### src/rtl/axi_inval_filter_mp.sv
// Multi-port AW snooper that turns accepted write bursts into line-aligned L1 invalidations.
// Per-port AW FIFOs are drained round-robin, one cache line per cycle, through a single requester.
package axi_inval_filter_mp_pkg;
  typedef struct packed {
    logic [3:0]  id;
    logic [63:0] addr;
    logic [7:0]  len;
    logic [2:0]  size;
    logic [1:0]  burst;
  } aw_chan_t;

  typedef aw_chan_t ar_chan_t;

  typedef struct packed {
    aw_chan_t    aw;
    logic        aw_valid;
    logic [63:0] w_data;
    logic [7:0]  w_strb;
    logic        w_last;
    logic        w_valid;
    logic        b_ready;
    ar_chan_t    ar;
    logic        ar_valid;
    logic        r_ready;
  } req_t;

  typedef struct packed {
    logic        aw_ready;
    logic        w_ready;
    logic [3:0]  b_id;
    logic [1:0]  b_resp;
    logic        b_valid;
    logic        ar_ready;
    logic [3:0]  r_id;
    logic [63:0] r_data;
    logic [1:0]  r_resp;
    logic        r_last;
    logic        r_valid;
  } resp_t;
endpackage

// Generic synchronous FIFO, non-fall-through: a write is readable the cycle after it lands.
// Latency: 1 cycle write-to-read.
// Backpressure: writes are dropped while full; a pop does not free the slot within the same cycle.
module axi_inval_fifo #(
  parameter type         dat_t = logic,
  parameter int unsigned Depth = 4
) (
  input  logic clk_i,
  input  logic rst_ni,
  input  logic wr_vld,
  input  dat_t wr_dat,
  output logic full,
  input  logic rd_rdy,
  output dat_t rd_dat,
  output logic empty
);
  localparam int PtrW = (Depth > 1) ? $clog2(Depth) : 1;
  localparam int CntW = $clog2(Depth + 1);

  dat_t            mem [Depth];
  logic [PtrW-1:0] wr_ptr_q, rd_ptr_q;
  logic [CntW-1:0] cnt_q;
  logic            do_wr, do_rd;

  assign full   = (cnt_q == CntW'(Depth));
  assign empty  = (cnt_q == '0);
  assign do_wr  = wr_vld & ~full;
  assign do_rd  = rd_rdy & ~empty;
  assign rd_dat = mem[rd_ptr_q];

  always_ff @(posedge clk_i) begin
    if (do_wr) mem[wr_ptr_q] <= wr_dat;
  end

  always_ff @(posedge clk_i or negedge rst_ni) begin
    if (!rst_ni) begin
      wr_ptr_q <= '0;
      rd_ptr_q <= '0;
      cnt_q    <= '0;
    end else begin
      if (do_wr) wr_ptr_q <= (wr_ptr_q == PtrW'(Depth - 1)) ? '0 : wr_ptr_q + PtrW'(1);
      if (do_rd) rd_ptr_q <= (rd_ptr_q == PtrW'(Depth - 1)) ? '0 : rd_ptr_q + PtrW'(1);
      case ({do_wr, do_rd})
        2'b10:   cnt_q <= cnt_q + CntW'(1);
        2'b01:   cnt_q <= cnt_q - CntW'(1);
        default: cnt_q <= cnt_q;
      endcase
    end
  end
endmodule

// AXI pass-through that queues accepted AW bursts per port and issues one invalidation per touched line.
// Latency: AW handshake at t gives the first invalidation at t+2; one line per cycle, one idle cycle between bursts.
// Backpressure: a full port FIFO stalls that port's AW; inval_ready_i low holds the current request stable.
module axi_inval_filter_mp #(
  parameter int unsigned NumPorts    = 2,
  parameter int unsigned MaxTxns     = 4,
  parameter int unsigned AddrWidth   = 64,
  parameter int unsigned L1LineWidth = 16,
  parameter type         aw_chan_t   = axi_inval_filter_mp_pkg::aw_chan_t,
  parameter type         req_t       = axi_inval_filter_mp_pkg::req_t,
  parameter type         resp_t      = axi_inval_filter_mp_pkg::resp_t
) (
  input  logic                                            clk_i,
  input  logic                                            rst_ni,
  input  logic                                            en_i,
  input  req_t                                            slv_req_i  [NumPorts],
  output resp_t                                           slv_resp_o [NumPorts],
  output req_t                                            mst_req_o  [NumPorts],
  input  resp_t                                           mst_resp_i [NumPorts],
  output logic [AddrWidth-1:0]                            inval_addr_o,
  output logic [((NumPorts > 1) ? $clog2(NumPorts) : 1)-1:0] inval_port_o,
  output logic                                            inval_valid_o,
  input  logic                                            inval_ready_i,
  output logic                                            busy_o
);
  localparam int PortW = (NumPorts > 1) ? $clog2(NumPorts) : 1;
  localparam int NP    = int'(NumPorts);
  localparam int Off   = $clog2(L1LineWidth);
  localparam int LineW = int'(AddrWidth) - Off;
  localparam logic [1:0] BurstFixed = 2'b00;
  localparam logic [1:0] BurstWrap  = 2'b10;

  typedef enum logic {Idle, Issue} state_e;

  logic [NumPorts-1:0]  fifo_push, fifo_pop, fifo_full, fifo_empty;
  aw_chan_t             fifo_dat [NumPorts];
  aw_chan_t             head;
  logic                 arb_vld;
  logic [PortW-1:0]     arb_idx, next_rr;
  logic [AddrWidth-1:0] line_base, beat_bytes, burst_bytes, range_lo, range_hi;
  logic [LineW-1:0]     first_line, last_line;
  logic                 unused_bits;

  state_e           state_q;
  logic [PortW-1:0] rr_q, grant_q;
  logic [LineW-1:0] cur_q, last_q;
  logic             valid_q;

  // AW gating depends only on FIFO fullness, never on the invalidation side.
  always_comb begin
    for (int p = 0; p < NP; p++) begin
      mst_req_o[p]           = slv_req_i[p];
      mst_req_o[p].aw_valid  = slv_req_i[p].aw_valid & ~fifo_full[p];
      slv_resp_o[p]          = mst_resp_i[p];
      slv_resp_o[p].aw_ready = mst_resp_i[p].aw_ready & ~fifo_full[p];
      fifo_push[p]           = en_i & slv_req_i[p].aw_valid & mst_resp_i[p].aw_ready & ~fifo_full[p];
      fifo_pop[p]            = (state_q == Issue) & inval_ready_i & (cur_q == last_q)
                               & (grant_q == PortW'(p));
    end
  end

  for (genvar p = 0; p < NP; p++) begin : g_port
    axi_inval_fifo #(
      .dat_t (aw_chan_t),
      .Depth (MaxTxns)
    ) i_fifo (
      .clk_i  (clk_i),
      .rst_ni (rst_ni),
      .wr_vld (fifo_push[p]),
      .wr_dat (slv_req_i[p].aw),
      .full   (fifo_full[p]),
      .rd_rdy (fifo_pop[p]),
      .rd_dat (fifo_dat[p]),
      .empty  (fifo_empty[p])
    );
  end

  always_comb begin
    logic [PortW-1:0] cand;
    cand    = '0;
    arb_vld = 1'b0;
    arb_idx = '0;
    for (int i = 0; i < NP; i++) begin
      cand = PortW'((int'(rr_q) + i) % NP);
      if (!arb_vld && !fifo_empty[cand]) begin
        arb_vld = 1'b1;
        arb_idx = cand;
      end
    end
  end

  assign head = fifo_dat[arb_idx];

  always_comb begin
    line_base   = AddrWidth'(head.addr);
    beat_bytes  = AddrWidth'(1) << head.size;
    burst_bytes = (AddrWidth'(head.len) + AddrWidth'(1)) << head.size;
    range_lo    = line_base;
    range_hi    = line_base + burst_bytes - AddrWidth'(1);
    case (head.burst)
      BurstFixed: range_hi = line_base + beat_bytes - AddrWidth'(1);
      BurstWrap: begin
        range_lo = line_base & ~(burst_bytes - AddrWidth'(1));
        range_hi = range_lo + burst_bytes - AddrWidth'(1);
      end
      default: ;
    endcase
  end

  assign first_line  = range_lo[AddrWidth-1:Off];
  assign last_line   = range_hi[AddrWidth-1:Off];
  assign unused_bits = ^{range_lo[Off-1:0], range_hi[Off-1:0], head};
  assign next_rr     = (grant_q == PortW'(NumPorts - 1)) ? '0 : grant_q + PortW'(1);

  always_ff @(posedge clk_i or negedge rst_ni) begin
    if (!rst_ni) begin
      state_q <= Idle;
      rr_q    <= '0;
      grant_q <= '0;
      cur_q   <= '0;
      last_q  <= '0;
      valid_q <= 1'b0;
    end else begin
      unique case (state_q)
        Idle: begin
          if (arb_vld) begin
            grant_q <= arb_idx;
            cur_q   <= first_line;
            last_q  <= last_line;
            valid_q <= 1'b1;
            state_q <= Issue;
          end
        end
        Issue: begin
          if (inval_ready_i) begin
            if (cur_q == last_q) begin
              rr_q    <= next_rr;
              valid_q <= 1'b0;
              state_q <= Idle;
            end else begin
              cur_q <= cur_q + LineW'(1);
            end
          end
        end
        default: state_q <= Idle;
      endcase
    end
  end

  assign inval_valid_o = valid_q;
  assign inval_addr_o  = {cur_q, {Off{1'b0}}};
  assign inval_port_o  = grant_q;
  assign busy_o        = ~(&fifo_empty) | (state_q != Idle);
endmodule

### config.mk
export PLATFORM = sky130hd
export DESIGN_NAME = axi_inval_filter_mp
export DESIGN_NICKNAME = d
export VERILOG_FILES = /design/src/rtl/axi_inval_filter_mp.sv
export SDC_FILE = /design/constraint.sdc
export NUM_CORES = 1
export LEC_CHECK = 0
export ABC_AREA = 1
export CAP_MARGIN = 20
export CORE_AREA = 2 2 534 536
export CTS_CLUSTER_SIZE = 12
export DETAILED_ROUTE_END_ITERATION = 12
export DIE_AREA = 0 0 536 538
export HOLD_SLACK_MARGIN = 0.15
export PLACE_DENSITY_LB_ADDON = 0.25
export SYNTH_ARGS = -nofsm -noshare
export SYNTH_HDL_FRONTEND = slang
export SYNTH_SLANG_ARGS = --single-unit
### constraint.sdc
create_clock -name clk_i -period 5.4 [get_ports clk_i]
set_input_delay 0.54 -clock clk_i [delete_from_list [all_inputs] [get_ports clk_i]]
set_output_delay 0.54 -clock clk_i [all_outputs]
set_load 0.02 [all_outputs]
==> results.txt <==
----------------------------------------------------
[Status]
  Run status ... complete, no violations

[Worst setup path]
  Flop2flop setup slack ... 0.15 ns
  Depth of the worst register-to-register path ... 39
  Startpoint of the worst register-to-register path ... g_port[1].i_fifo.cnt_q[1]
  Required @ worst endpoint ... 6.03 ns
  Crit-path max FO ... 7
  Endpoint kind of the worst setup timing path ... register
  CP arrival ... 5.87 ns
  Largest incremental delay on the critical path ... 0.40 ns
  Worst setup SP type ... register
  Terminus of the critical flop-to-flop path ... last_q[35]
  CP endpoint ... last_q[35]
  Most used cell, CP ... nand2_2
  Crit-path slowest cell ... dfrtp_1
  Type of the worst setup path ... register to register
  Crit path from ... g_port[1].i_fifo.cnt_q[1]

[Floorplanning]
  Width of the chip ... 536 µm
  Die ar. ... 288000 µm²
  Std cell rows ... 196
  Core area ... 283000 µm²
  Boundary pin count ... 1359
  Effective utilization at floorplan ... 0.181
  Chip Height ... 538 µm

[Global routing]
  Number of antenna violations at the first check in global routing ... 5
  Total global-route track usage ... 0.230
  Global-route wire length before repair ... 443000 µm
  Number of global-route vias before repair ... 47.0k
  Pin count of the biggest net entering global routing ... 127
  Global-route congestion overflow total ... 0

[Placement]
  Number of input and output port buffers inserted ... 382
  Placed Instances ... 10.7k
  Placer's final routability congestion estimate ... 0.992
  Worst Setup Slack post-DPL ... -0.543 ns
  HPWL reported at the end of detailed placement ... 294000 µm

[STA]
  Number of hold-slack violations in the final timing report ... 0
  Final min period ... 5.25 ns
  Final slew viol count ... 0
  Post-route clock skew ... 0.0522 ns
  Setup repair after global routing missed its margin ... yes
  Setup-violating endpoint count in the final report ... 0
  Final setup slack of the worst path ... 0.155 ns
  Ratio of final minimum period to clock period ... 0.971
  Highest clock rate ... 0.191 GHz
  Hold Slack ... 0.268 ns
  Transition time at the pin with the least slew margin ... 1.14 ns
  Worst rel slew slack ... 0.234

[Logic synthesis]
  Syn_area_per_cell ... 7.97 µm²
  Portion of the post-synthesis area used by sequential elements ... 0.428
  Synth unique cells ... 68
  Post-Syn Area ... 51300 µm²
  Prevailing post-synth register cell ... edfxtp_1
  Yosys warnings ... 0
  Post-synthesis register bit count ... 754
  EDFF count, synth ... 616
  Area fraction of the dominant cell type after synthesis ... 0.360
  Mapped Cells ... 6443
  Cell with the most instances after synthesis ... nand2_1
  Top cell types by occurrence after synthesis ... 1095 x nand2_1, 823 x nor2_1, 729 x inv_1
  Async SR Flop Fraction ... 0.183
  Post-synth top area cell ... edfxtp_1
  Main area contributors after synthesis ... edfxtp_1 36%, buf_4 9.5%, nand2_1 8.0%, dfrtp_1 6.7%, nor2_1 6.0%

[Drt]
  Antenna-violating nets left ... 0
  DRC errors left ... 0
  DRT iter0 DRCs ... 3627
  Post-Route WL ... 347000 µm
  Routed vias ... 48.2k
  Number of vias per cell after detailed routing ... 4.41
  Detail-routed net length per standard cell ... 31.7 µm
  DR pass1 iterations ... 5

[Cells and area]
  Final-stage net count ... 7932
  Signed area change from the synthesized netlist to the final layout ... 31.7%
  Share of layout cells above drive strength 1 ... 0.243
  Final std cells w/o fill ... 10.9k

[Clock network]
  Clk sink count ... 754
  Source-to-sink clock delay at the later pin of the worst-skew pair ... 0.73 ns
  Number of H-tree levels ... 3
  Maximum buffer depth of the clock tree ... 3
  Cell at the root of the clock tree ... clkbuf_16
  Clock slew at reported path FFs ... 0.07 ns
  CTS tree ... built
  CTS Buf Count ... 82

[Power]
  Total power density per cell area ... 541 nW/µm²
  LEAKAGE ... 27.4 nW
  Maximum resistive drop on vdd ... 0.268 mV

[Job]
  Max capacitance violation total ... 0

[Min path]
  Min-Delay Path Class ... primary input to async pin

----------------------------------------------------
per-layer routing:
metal / up-vias / global-route usage / part of all wire
met4: 18 / 0.0554 / 0.028
li1: 22300 / - / -
met2: 2543 / 0.397 / 0.48
met5: - / 0.0258 / 0.0031
met3: 300 / 0.176 / 0.18
met1: 23000 / 0.209 / 0.31
power breakdown:
part           switching, W  leakage, nW  internal, W
Clock               0.00249         1.23      0.00309
Combinational        0.0138         19.1      0.00995
Sequential         0.000445         7.08      0.00681
flip-flops by register name (all words and copies together), names as in the netlist:
signal,flops
g_port.i_fifo.mem,616
cur_q,60
last_q,60
g_port.i_fifo.cnt_q,6
g_port.i_fifo.rd_ptr_q,4
g_port.i_fifo.wr_ptr_q,4
inval_port_o,1
inval_valid_o,1
rr_q,1
state_q,1
cells in the final DEF (no fill, tap or decap), drive strengths merged, types with 4 or more instances in the layout:
master | synthesis | routed
nand2 | 1123 | 1123
a41oi | 4 | 4
a21oi | 452 | 452
o2111ai | 5 | 5
a21o | 7 | 7
a22oi | 23 | 23
and3 | 7 | 7
bufinv | 0 | 4
nand3b | 10 | 10
o21a | 28 | 28
a31oi | 90 | 90
nand3 | 306 | 306
nand4 | 40 | 40
o21ai | 580 | 580
clkbuf | 157 | 113
or2 | 57 | 57
ha | 170 | 170
xor2 | 64 | 64
nor3 | 64 | 64
clkinv | 1 | 24
a211oi | 5 | 5
nor2 | 836 | 836
dfrtp | 138 | 138
buf | 692 | 1044
inv | 749 | 752
o22ai | 132 | 132
xnor2 | 23 | 23
o221ai | 5 | 5
a21boi | 4 | 4
o211ai | 5 | 5
edfxtp | 616 | 616
clkdlybuf4s50 | 0 | 381
conb | 1 | 4
nor4 | 25 | 25
metrics by stage:
step	power, W	instance area, µm²	utilization	TNS, ns
floorplan	0.0175	51300	-	0
global placement	0.0290	62300	0.220	-9.71
detailed placement	0.0290	62300	0.220	-8.81
CTS	0.0351	65400	0.231	0
global route	0.0388	67600	0.239	-1.73
finish	0.0366	67600	0.239	0
area by class of cell:
class / count / area [µm²]
sequential: 754 / 22000
clock buffer: 108 / 2220
antenna: 3 / 7.51
multi-input combinational: 4093 / 23100
tap: 3762 / 4710
timing repair buffer: 1431 / 12500
clock inverter: 33 / 320
fill: 31100 / 216000
inverter: 750 / 2840
worst min path at each step:
stage / cells past startpoint / start / end / slack [ns]
final: 2 / rst_ni / cur_q[40] / 0.27
after global placement: 1 / rst_ni / cur_q[40] / 0.45
after detailed placement: 1 / rst_ni / cur_q[38] / 0.46
after global routing: 2 / rst_ni / cur_q[40] / 0.30
after CTS: 2 / rst_ni / cur_q[38] / 0.24
after floorplan: 0 / rst_ni / cur_q[0] / 0.24
worst max-delay path: cells and delay by family, from the launching register on:
kind	cells	cell delay (ns)
AOI/OAI and AO/OA	3	0.31
adders and majority gates	1	0.25
buffers and inverters	11	1.38
DFF	1	0.40
and+or+nand+nor	24	2.79
cell families (layout without fill, tap and decap cells):
family,after synthesis,after routing,share of synthesized area
buf+inv,1599,2322,0.167
other cells,1,7,0.0000731
fa+ha+maj,172,172,0.0422
flops,754,754,0.428
simple gates,2471,2471,0.203
mux,2,2,0.000390
xor+xnor,87,87,0.0148
compound gates,1357,1357,0.144
what timing repair did:
item / in CTS / in global routing
hold endpoints to repair: 26 / 0
setup buffers: 7 / 37
hold buffers: 1 / 0
endpoints found under the setup margin: 37 / 53
gates cloned: 0 / 4
pin swaps: 28 / 132
resized for setup: 144 / 492
(Power assumes the default switching activity.)
